===== config.mk =====
export PLATFORM = sky130hd
export DESIGN_NAME = elevator_top
export DESIGN_NICKNAME = d
export VERILOG_FILES = /design/src/rtl/elevator_pkg.sv /design/src/rtl/clk_divider.sv /design/src/rtl/elevator_top.sv
export SDC_FILE = /design/constraint.sdc
export NUM_CORES = 1
export LEC_CHECK = 0
export CAP_MARGIN = 20
export CORE_MARGIN = 5
export CORE_UTILIZATION = 45
export DETAILED_ROUTE_END_ITERATION = 12
export GPL_TIMING_DRIVEN = 0
export PLACE_DENSITY = 0.66
export SLEW_MARGIN = 20
export SYNTH_ARGS = -nofsm -noshare
export SYNTH_HDL_FRONTEND = slang
export SYNTH_SLANG_ARGS = --single-unit

===== constraint.sdc =====
create_clock -name CLK_50 -period 2.3 [get_ports CLK_50]
set_input_delay 0.69 -clock CLK_50 [delete_from_list [all_inputs] [get_ports CLK_50]]
set_output_delay 0.69 -clock CLK_50 [all_outputs]
set_load 0.05 [all_outputs]

===== src/rtl/elevator_pkg.sv =====
// -----------------------------------------------------------------------------
// elevator_pkg
//   Shared types and helpers for the 3-floor elevator controller.
//   - state_t      : controller state (2 bits)
//   - floor_t      : floor encoding FLOOR_1..FLOOR_3 (2 bits)
//   - req_t        : one bit per floor, bit 0 = floor 1
//   - DOOR_TICKS   : slow-clock ticks the door stays open
//   - TRAVEL_TICKS : slow-clock ticks to travel one floor
//   - helpers      : floor one-hot decode and travel-direction selection
// -----------------------------------------------------------------------------
package elevator_pkg;

    typedef enum logic [1:0] {
        IDLE      = 2'd0,
        DOOR_OPEN = 2'd1,
        MOVING    = 2'd2,
        EMERGENCY = 2'd3
    } state_t;

    typedef logic [1:0] floor_t;

    localparam floor_t FLOOR_1 = 2'd0;
    localparam floor_t FLOOR_2 = 2'd1;
    localparam floor_t FLOOR_3 = 2'd2;

    localparam int NUM_FLOORS = 3;

    typedef logic [NUM_FLOORS-1:0] req_t;

    localparam logic [1:0] DOOR_TICKS   = 2'd3;
    localparam logic [1:0] TRAVEL_TICKS = 2'd2;

    // One-hot mask of a floor, aligned with req_t bit positions.
    function automatic req_t floor_onehot(input floor_t floor);
        case (floor)
            FLOOR_1: return 3'b001;
            FLOOR_2: return 3'b010;
            FLOOR_3: return 3'b100;
            default: return 3'b000;
        endcase
    endfunction

    // Floors strictly above the given floor.
    function automatic req_t above_mask(input floor_t floor);
        case (floor)
            FLOOR_1: return 3'b110;
            FLOOR_2: return 3'b100;
            default: return 3'b000;
        endcase
    endfunction

    // Floors strictly below the given floor.
    function automatic req_t below_mask(input floor_t floor);
        case (floor)
            FLOOR_2: return 3'b001;
            FLOOR_3: return 3'b011;
            default: return 3'b000;
        endcase
    endfunction

    // Direction for the next leg: keep going while a request lies beyond
    // the car in the current direction, otherwise turn around. With no
    // request on either side the current direction is kept.
    function automatic logic pick_dir_up(input floor_t floor, input req_t req,
                                         input logic dir_up);
        logic above;
        logic below;
        above = |(req & above_mask(floor));
        below = |(req & below_mask(floor));
        if (dir_up) begin
            return above || !below;
        end
        return above && !below;
    endfunction

endpackage


===== src/rtl/clk_divider.sv =====
// -----------------------------------------------------------------------------
// clk_divider
//   Divides CLK_50 down to a 50% duty slow clock with a period of
//   clk_frequency CLK_50 cycles, and emits a one-cycle tick in the CLK_50
//   cycle during which the slow clock is high for the first time.
//   Parameters:
//     clk_frequency : CLK_50 cycles per slow-clock period (even, >= 2)
//   Ports:
//     CLK_50 (in)  board clock
//     rst_n  (in)  synchronous active-low reset
//     clk    (out) divided clock, starts low after reset
//     tick   (out) high for the one CLK_50 cycle following each 0->1 of clk
// -----------------------------------------------------------------------------
module clk_divider #(
    parameter int clk_frequency = 50_000_000
) (
    input  logic CLK_50,
    input  logic rst_n,
    output logic clk,
    output logic tick
);

    localparam int HALF  = clk_frequency / 2;
    localparam int CNT_W = (HALF > 1) ? $clog2(HALF) : 1;
    localparam logic [CNT_W-1:0] CNT_MAX = CNT_W'(HALF - 1);

    logic [CNT_W-1:0] cnt_q, cnt_d;
    logic             clk_q, clk_d;
    logic             tick_q, tick_d;
    logic             wrap;

    // NOTE: every signal written here gets a value before any condition so
    // no path leaves it unassigned; otherwise synthesis infers a latch.
    always_comb begin
        wrap   = (cnt_q == CNT_MAX);
        cnt_d  = wrap ? '0 : cnt_q + CNT_W'(1);
        clk_d  = wrap ? ~clk_q : clk_q;
        // Registered together with clk, so tick is high exactly while the
        // first CLK_50 cycle of each slow-clock high phase is in progress.
        tick_d = wrap & ~clk_q;
    end

    // NOTE: state registers use non-blocking assignments so every flop
    // samples the pre-edge values, independent of statement order.
    always_ff @(posedge CLK_50) begin
        if (!rst_n) begin
            cnt_q  <= '0;
            clk_q  <= 1'b0;
            tick_q <= 1'b0;
        end else begin
            cnt_q  <= cnt_d;
            clk_q  <= clk_d;
            tick_q <= tick_d;
        end
    end

    assign clk  = clk_q;
    assign tick = tick_q;

endmodule


===== src/rtl/elevator_top.sv =====
// -----------------------------------------------------------------------------
// elevator_top
//   3-floor elevator controller. Everything runs on CLK_50; the state machine
//   only advances its timers on the one-cycle tick from the clock divider.
//   Parameters:
//     clk_frequency : CLK_50 cycles per slow-clock period (even, >= 2)
//   Inputs (all asynchronous, synchronized internally):
//     CLK_50, rst_n (synchronous, active-low)
//     sos_button, weight_sensor, st/nd/rd_floor_button
//   Outputs:
//     clk             divided slow clock
//     sos_led         emergency mode active
//     weight_led      car overloaded
//     emergency_led   slow clock gated by (sos | overload)
//     st/nd/rd_floor_led  one-hot current floor
//     door_status_led 1 = door open
// -----------------------------------------------------------------------------
module elevator_top
    import elevator_pkg::*;
#(
    parameter int clk_frequency = 50_000_000
) (
    input  logic CLK_50,
    input  logic rst_n,
    input  logic sos_button,
    input  logic weight_sensor,
    input  logic st_floor_button,
    input  logic nd_floor_button,
    input  logic rd_floor_button,
    output logic clk,
    output logic sos_led,
    output logic weight_led,
    output logic emergency_led,
    output logic st_floor_led,
    output logic nd_floor_led,
    output logic rd_floor_led,
    output logic door_status_led
);

    // ------------------------------------------------------------------
    // Slow clock and tick
    // ------------------------------------------------------------------
    logic slow_clk;
    logic tick;

    clk_divider #(
        .clk_frequency (clk_frequency)
    ) u_clk_div (
        .CLK_50 (CLK_50),
        .rst_n  (rst_n),
        .clk    (slow_clk),
        .tick   (tick)
    );

    // ------------------------------------------------------------------
    // Input synchronizers and edge detection
    //   raw bit order: [4]=sos [3]=weight [2]=floor3 [1]=floor2 [0]=floor1
    // ------------------------------------------------------------------
    logic [4:0] raw_in;
    logic [4:0] sync1_q, sync2_q;
    logic [3:0] btn_now;      // [3]=sos, [2:0]=floor buttons
    logic [3:0] btn_prev_q;
    logic [3:0] btn_edge;
    logic       sos_edge;
    req_t       floor_edge;
    logic       weight;

    assign raw_in     = {sos_button, weight_sensor, rd_floor_button,
                         nd_floor_button, st_floor_button};
    assign btn_now    = {sync2_q[4], sync2_q[2:0]};
    assign btn_edge   = btn_now & ~btn_prev_q;
    assign sos_edge   = btn_edge[3];
    assign floor_edge = btn_edge[2:0];
    assign weight     = sync2_q[3];

    // ------------------------------------------------------------------
    // Controller state
    // ------------------------------------------------------------------
    state_t     state_q, state_d;
    floor_t     floor_q, floor_d;
    logic [1:0] timer_q, timer_d;     // door-open or travel ticks elapsed
    logic       dir_up_q, dir_up_d;
    req_t       req_q, req_d;

    req_t       cur_mask;
    req_t       set_mask;
    req_t       req_n;
    req_t       arrive_mask;
    logic       door_open;
    logic       restart;

    assign cur_mask  = floor_onehot(floor_q);
    assign door_open = (state_q == IDLE) || (state_q == DOOR_OPEN);

    always_comb begin
        state_d     = state_q;
        floor_d     = floor_q;
        timer_d     = timer_q;
        dir_up_d    = dir_up_q;
        set_mask    = '0;
        req_n       = req_q;
        arrive_mask = '0;
        restart     = 1'b0;

        if (sos_edge) begin
            // SOS toggles emergency mode and wins over any floor button
            // edge in the same cycle; the car stays at floor_q.
            state_d = (state_q == EMERGENCY) ? IDLE : EMERGENCY;
            req_n   = '0;
            timer_d = '0;
        end else if (state_q == EMERGENCY) begin
            req_n = '0;
        end else begin
            set_mask = floor_edge;
            // Pressing the floor the car is standing at with the door open
            // keeps the door open longer rather than queuing a request.
            if (door_open && |(set_mask & cur_mask)) begin
                restart  = 1'b1;
                set_mask = set_mask & ~cur_mask;
            end
            req_n = req_q | set_mask;

            case (state_q)
                IDLE: begin
                    if (|req_n) begin
                        state_d = DOOR_OPEN;
                        timer_d = '0;
                    end
                end

                DOOR_OPEN: begin
                    if (restart) begin
                        timer_d = '0;
                    end else if (tick) begin
                        if (weight) begin
                            timer_d = '0;
                        end else if (timer_q == DOOR_TICKS - 2'd1) begin
                            timer_d = '0;
                            if (|req_n) begin
                                state_d  = MOVING;
                                dir_up_d = pick_dir_up(floor_q, req_n, dir_up_q);
                            end else begin
                                state_d = IDLE;
                            end
                        end else begin
                            timer_d = timer_q + 2'd1;
                        end
                    end
                end

                MOVING: begin
                    if (tick) begin
                        if (timer_q == TRAVEL_TICKS - 2'd1) begin
                            timer_d     = '0;
                            floor_d     = dir_up_q ? floor_q + 2'd1 : floor_q - 2'd1;
                            arrive_mask = floor_onehot(floor_d);
                            // Stop on a requested floor, when overloaded
                            // (travel to this floor is completed first), or
                            // when nothing else is left to serve.
                            if (|(req_n & arrive_mask) || weight ||
                                !(|(req_n & ~arrive_mask))) begin
                                req_n   = req_n & ~arrive_mask;
                                state_d = DOOR_OPEN;
                            end else begin
                                dir_up_d = pick_dir_up(floor_d, req_n, dir_up_q);
                            end
                        end else begin
                            timer_d = timer_q + 2'd1;
                        end
                    end
                end

                default: ;
            endcase
        end

        req_d = req_n;
    end

    always_ff @(posedge CLK_50) begin
        if (!rst_n) begin
            sync1_q    <= '0;
            sync2_q    <= '0;
            btn_prev_q <= '0;
            state_q    <= IDLE;
            floor_q    <= FLOOR_1;
            timer_q    <= '0;
            dir_up_q   <= 1'b1;
            req_q      <= '0;
        end else begin
            sync1_q    <= raw_in;
            sync2_q    <= sync1_q;
            btn_prev_q <= btn_now;
            state_q    <= state_d;
            floor_q    <= floor_d;
            timer_q    <= timer_d;
            dir_up_q   <= dir_up_d;
            req_q      <= req_d;
        end
    end

    // ------------------------------------------------------------------
    // LED decode
    // ------------------------------------------------------------------
    assign clk             = slow_clk;
    assign sos_led         = (state_q == EMERGENCY);
    assign weight_led      = weight;
    assign emergency_led   = slow_clk & (sos_led | weight);
    assign st_floor_led    = (floor_q == FLOOR_1);
    assign nd_floor_led    = (floor_q == FLOOR_2);
    assign rd_floor_led    = (floor_q == FLOOR_3);
    assign door_status_led = (state_q != MOVING);

endmodule


Yosys cells after proc, flatten, opt, wreduce, memory -nomap -nowiden

Cells that the tools add are included.

Add/sub/neg operators: 4
Eq/ne operators: 30
Mux-type cells: 99
Bitwise logic cells: 20
Reductions and logical operators: 32

Operator list:

| cell                                                                    | number |
|---|---|
| 3-bit two-way mux                                                       | 40 |
| 2-bit two-way mux                                                       | 20 |
| 1-bit two-way mux                                                       | 30 |
| 3-bit OR reduction                                                      | 9 |
| 25-bit by 1-bit adder with 25-bit output, second input constant         | 1 |
| 25-bit equality test, second input constant                             | 1 |
| 3-bit AND                                                               | 8 |
| 3-bit one-hot mux with 3 select lines                                   | 2 |
| 2-bit by 1-bit inequality test with 1-bit output, second input constant | 6 |
| 3-bit by 2-bit inequality test with 1-bit output, second input constant | 4 |
| 3-bit inequality test, second input constant                            | 4 |
| 2-bit one-hot mux with 3 select lines                                   | 2 |
| 3-bit one-hot mux with 2 select lines                                   | 2 |
| 11-bit AND reduction                                                    | 1 |
| 2-bit equality test, second input constant                              | 5 |
| 2-bit inequality test, second input constant                            | 5 |
| 10-bit AND reduction                                                    | 1 |
| 5-bit AND reduction                                                     | 2 |
| 2-bit by 1-bit equality test with 1-bit output, second input constant   | 4 |
| 2-bit one-hot mux with 2 select lines                                   | 2 |
| 2-bit logical NOT                                                       | 3 |
| 3-bit inverter                                                          | 2 |
| 1-bit logical OR                                                        | 5 |
| 2-bit by 1-bit adder with 2-bit output, second input constant           | 2 |
| other kinds (15)                                                        | 24 |

Register bits: 51
Input port bits: 7
Output and inout port bits: 8

Longest topological paths before layout

Depth in word-level cells: 30
Depth in mapped cells: 10
Gate-level depth less buffers: 10

Hierarchy

From an unflattened synthesis, not the netlist that was laid out.

Cells, all modules: 306
Area total of the unflattened synthesis: 2,711.4 µm²

By module, submodules not included:

| module       | times used | cells each | area an instance (µm²) | seq. area each (µm²) |
|---|---|---|---|---|
| elevator_top | 1          | 159        | 1,381.3                | 480.5 |
| clk_divider  | 1          | 147        | 1,330.0                | 540.5 |

Worst setup path after synthesis

OpenSTA, ideal clock, no wires.

Path type: flip-flop to output port
Start: register state_q[0]
End: output port emergency_led
Data arrival time: 1.559 ns
Path slack: 0.051 ns
Cell stages (with the launch flop): 4
Path buffers: 1
Cell sequence: dfxtp_1 -> ha_1 -> clkbuf_1 -> o21a_1

Cells in the longest elaborated chain, start to end: 3

RTL lines:

| item                   | RTL line            | text |
|---|---|---|
| from (decl)            | elevator_top.sv:79  | `state_t state_q, state_d;` |
| from (signal assigned) | elevator_top.sv:194 | `state_q <= state_d;` |
| 2-bit equality test    | elevator_top.sv:206 | `assign sos_led = (state_q == EMERGENCY);` |
| net sos_led            | elevator_top.sv:31  | `output logic sos_led,` |
| 1-bit OR               | elevator_top.sv:208 | `assign emergency_led = slow_clk & (sos_led \| weight);` |
| 1-bit AND              | elevator_top.sv:208 |  |
| to (decl)              | elevator_top.sv:33  | `output logic emergency_led,` |

The timed path passes the listed nets, and every way through them passes these cells.

Worst setup path in the final report

Start: register floor_q[1]
End: output port nd_floor_led

Cells in the longest elaborated chain, start to end: 1

RTL lines:

| item                                           | RTL line            | text |
|---|---|---|
| from (decl)                                    | elevator_top.sv:80  | `floor_t floor_q, floor_d;` |
| from (signal assigned)                         | elevator_top.sv:195 | `floor_q <= floor_d;` |
| 2-bit by 1-bit equality test with 1-bit output | elevator_top.sv:210 | `assign nd_floor_led = (floor_q == FLOOR_2);` |
| to (decl)                                      | elevator_top.sv:35  | `output logic nd_floor_led,` |

Every way passes these cells.

==> flow_metrics.py <==
metrics = {
    "status": {
        "status": "completed",
    },
    "cells_and_area": {
        "n_antenna_cell": 0,
        "fin_area_um2": 3040,
        "layout_common_cells": "dfxtp_1, nor2_1, xor2_1",
        "finalNonFillerCells": 378,
        "final_nets": 326,
        "layout_commonest_cell": "dfxtp_1",
        "fin_util_pct": 55.3,
        "layout-drive-gt1-share_pct": 15.4,
        "area_growth_pct": 18.8,
    },
    "sta": {
        "relSlewSlack_pct": 65.4,
        "fmax_mhz": 442,
        "period_needed_ps": 2260,
        "clock_skew_ps": 11.6,
        "hold_violations": 0,
        "worstMarginPinSlew_ps": 518,
        "period_share_pct": 98.3,
        "setup_tns_ps": 0,
        "fin_ws_ps": 38.5,
        "drv_slew": 0,
        "rsz0062_at_grt": "false",
        "final-setup-viol-count": 0,
    },
    "synth": {
        "synthXorXnorAreaFrac_pct": 8.89,
        "synth-seq-area-share_pct": 39.9,
        "synth_fa_ha_area_share_pct": 6.84,
        "synth_top_area_cell": "dfxtp_1",
        "ys.flop_type": "dfxtp_1",
        "synth-seq-cells": 51,
        "ys_async_sr_fraction_pct": 0,
        "yosys.area_share.simple_pct": 26.3,
        "synth_compound_area_share_pct": 12.8,
        "synth-edff-count": 0,
        "synth_area_leaders": "dfxtp_1, ha_1, xor2_1, nor2_1, and2_1",
        "yosys_warnings": 0,
        "synth_top_family_by_area": "simple AND/OR/NAND/NOR gates",
        "synth_cells": 282,
        "synth_area_per_cell_um2": 9.08,
        "synth_nets": 303,
        "synthMuxAreaShare_pct": 0.830,
        "synth.distinct_cells": 58,
        "synth_area_um2": 2560,
        "synth.top_cell.area_share_pct": 39.9,
    },
    "setup_path": {
        "cp_top_family": "buffers and inverters",
        "criticalPathCategory": "register to primary output",
        "required_ps": 1610,
        "crit_start": "floor_q[1]",
        "path_buf_inv": 2,
        "r2r-start": "state_q[1]",
        "crit_slowest_cell": "clkdlybuf4s15_1",
        "start_kind": "register",
        "crit_chain": "inv_2 > ha_1 > clkdlybuf4s15_1",
        "slowest_delay_ps": 540,
        "worstPathArrival_ps": 1570,
        "endpoint_kind": "primary output",
        "crit_fanout": 4,
    },
    "route": {
        "firstDrtPassIters": 4,
        "routedWlPerCell_um": 13.9,
        "wirelength_mm": 5.26,
        "dr_total_vias": 2046,
        "antenna_left": 0,
        "route.detailed.drc": 0,
        "viasPerCell": 5.41,
        "drt-initial-drc-count": 102,
    },
    "global_routing": {
        "grt_use_total_pct": 15.4,
        "grt_max_degree": 16,
        "antenna_found_initial": 0,
        "grt_pass1_vias": 1976,
        "grt-ovfl-total": 0,
        "grt_pass1_wl_mm": 9.12,
    },
    "floorplanning": {
        "dieHeight_um": 85.4,
        "initial_utilization_pct": 46.5,
        "core_um2": 5510,
        "fp-row-count": 27,
        "ios": 15,
        "die_area_um2": 7300,
        "die_width_um": 85.4,
    },
    "run": {
        "cap_violations": 0,
    },
    "placed_design": {
        "gp_congestion": 0.824,
        "placed_cell_area_um2": 2790,
        "portBuffers": 14,
        "place_hpwl_mm": 3.85,
        "pre_cts_ws_ps": -263,
        "place_inst": 368,
    },
    "clock_tree": {
        "numClockSinks": 51,
        "cts_root_buf": "clkbuf_8",
        "clk_pin_slew_worst_paths_ps": 100,
        "cts_tree": "built",
        "htreeDepth": 2,
        "insertion_delay_ps": 300,
        "clock_path_buffers": 2,
        "cts_buffers": 5,
    },
    "power": {
        "peakVddDrop_uv": 401,
        "power_density_nw_per_um2": 757,
        "p_clk_share_pct": 31.7,
        "internal-power_uw": 1620,
        "p_sw_share_pct": 29.6,
        "netSwitchingPower_uw": 682,
        "p_leak_uw": 0.00121,
        "comb_power_share_pct": 27.0,
        "p_seq_share_pct": 41.3,
    },
    "worst_hold_path": {
        "worstHoldStart": "sync1_q[3]",
        "hold_class": "register to register",
    },
}
==> cell usage after synthesis, drive strengths merged, types with 4 or more instances <==
cell type	n
ha	14
dfxtp	51
nand3	13
xor2	18
buf	4
nor2b	4
clkbuf	5
a21o	4
nand4	8
and3	5
nand3b	5
nor2	35
nor3	5
a21oi	10
inv	13
nand2	11
xnor2	8
o21ai	6
and2	18
nand2b	6
==> flip-flops by register name (all words and copies together) (netlist names) <==
| register | count |
|---|---|
| timer_q | 2 |
| floor_q | 2 |
| state_q | 2 |
| sync1_q | 5 |
| req_q | 3 |
| btn_prev_q | 4 |
| u_clk_div.tick | 1 |
| u_clk_div.clk | 1 |
| u_clk_div.cnt_q | 25 |
| sync2_q | 5 |
| dir_up_q | 1 |
==> worst paths after layout <==
check,to,slack [ps],cells after the start
worst max-delay path,nd_floor_led,40,3
worst min-delay path,sync2_q[3],440,1
worst max register to register,state_q[1],130,9
worst min register to register,sync2_q[3],440,1
==> layer usage <==
layer | up-vias | GRT usage [%] | wire (µm)
met5 | - | 0 | 0
met4 | 0 | 5.18 | 85
met3 | 9 | 3.69 | 315
met2 | 53 | 24.9 | 2360
met1 | 958 | 20.0 | 2490
li1 | 1026 | - | -
==> power groups by stage <==
stage                     Combinational [µW]  Sequential (µW)  Clock (µW)
after floorplan                          433              964           0
after global placement                   555              968           0
after detailed placement                 560              971           0
after CTS                                577              950         743
after global routing                     677              954         794
final                                    622              950         730
==> per-stage QoR <==
| step | total power, µW | hold slack [ps] |
|---|---|---|
| final | 2300 | 437 |
| after global routing | 2430 | 451 |
| after CTS | 2270 | 439 |
| after detailed placement | 1530 | 417 |
| after global placement | 1520 | 414 |
| after floorplan | 1400 | 412 |
==> logic make-up after synthesis <==
group	count (synthesis)
adder cells (fa/ha/maj)	14
flip-flops	51
AND/OR/NAND/NOR	121
XOR/XNOR	26
buffers and inverters	22
multiplexers	2
AO/OA/AOI/OAI	46
==> worst register-to-register path, delay by kind of cell, from the launching register on <==
| family | cells | cell delay [ps] |
|---|---|---|
| compound gates | 5 | 870 |
| flops | 1 | 370 |
| simple gates | 1 | 370 |
| buf+inv | 2 | 240 |
| fa+ha+maj | 1 | 210 |
==> what timing repair did <==
action	in CTS	in global routing
pin swaps	4	4
endpoints found under the setup margin	13	13
setup buffers	2	0
resized for setup	30	20
endpoints found under the hold margin	0	0
hold buffers	0	0
==> layout make-up <==
class,instances,area [µm²]
fill,510,2460
timing repair buffer,16,150
sequential,51,1030
tap,72,90.1
inverter,13,51.3
multi-input combinational,209,1530
buffer,9,67.6
clock buffer,6,72.6
clock inverter,2,60.1
(Power assumes the default switching activity.)
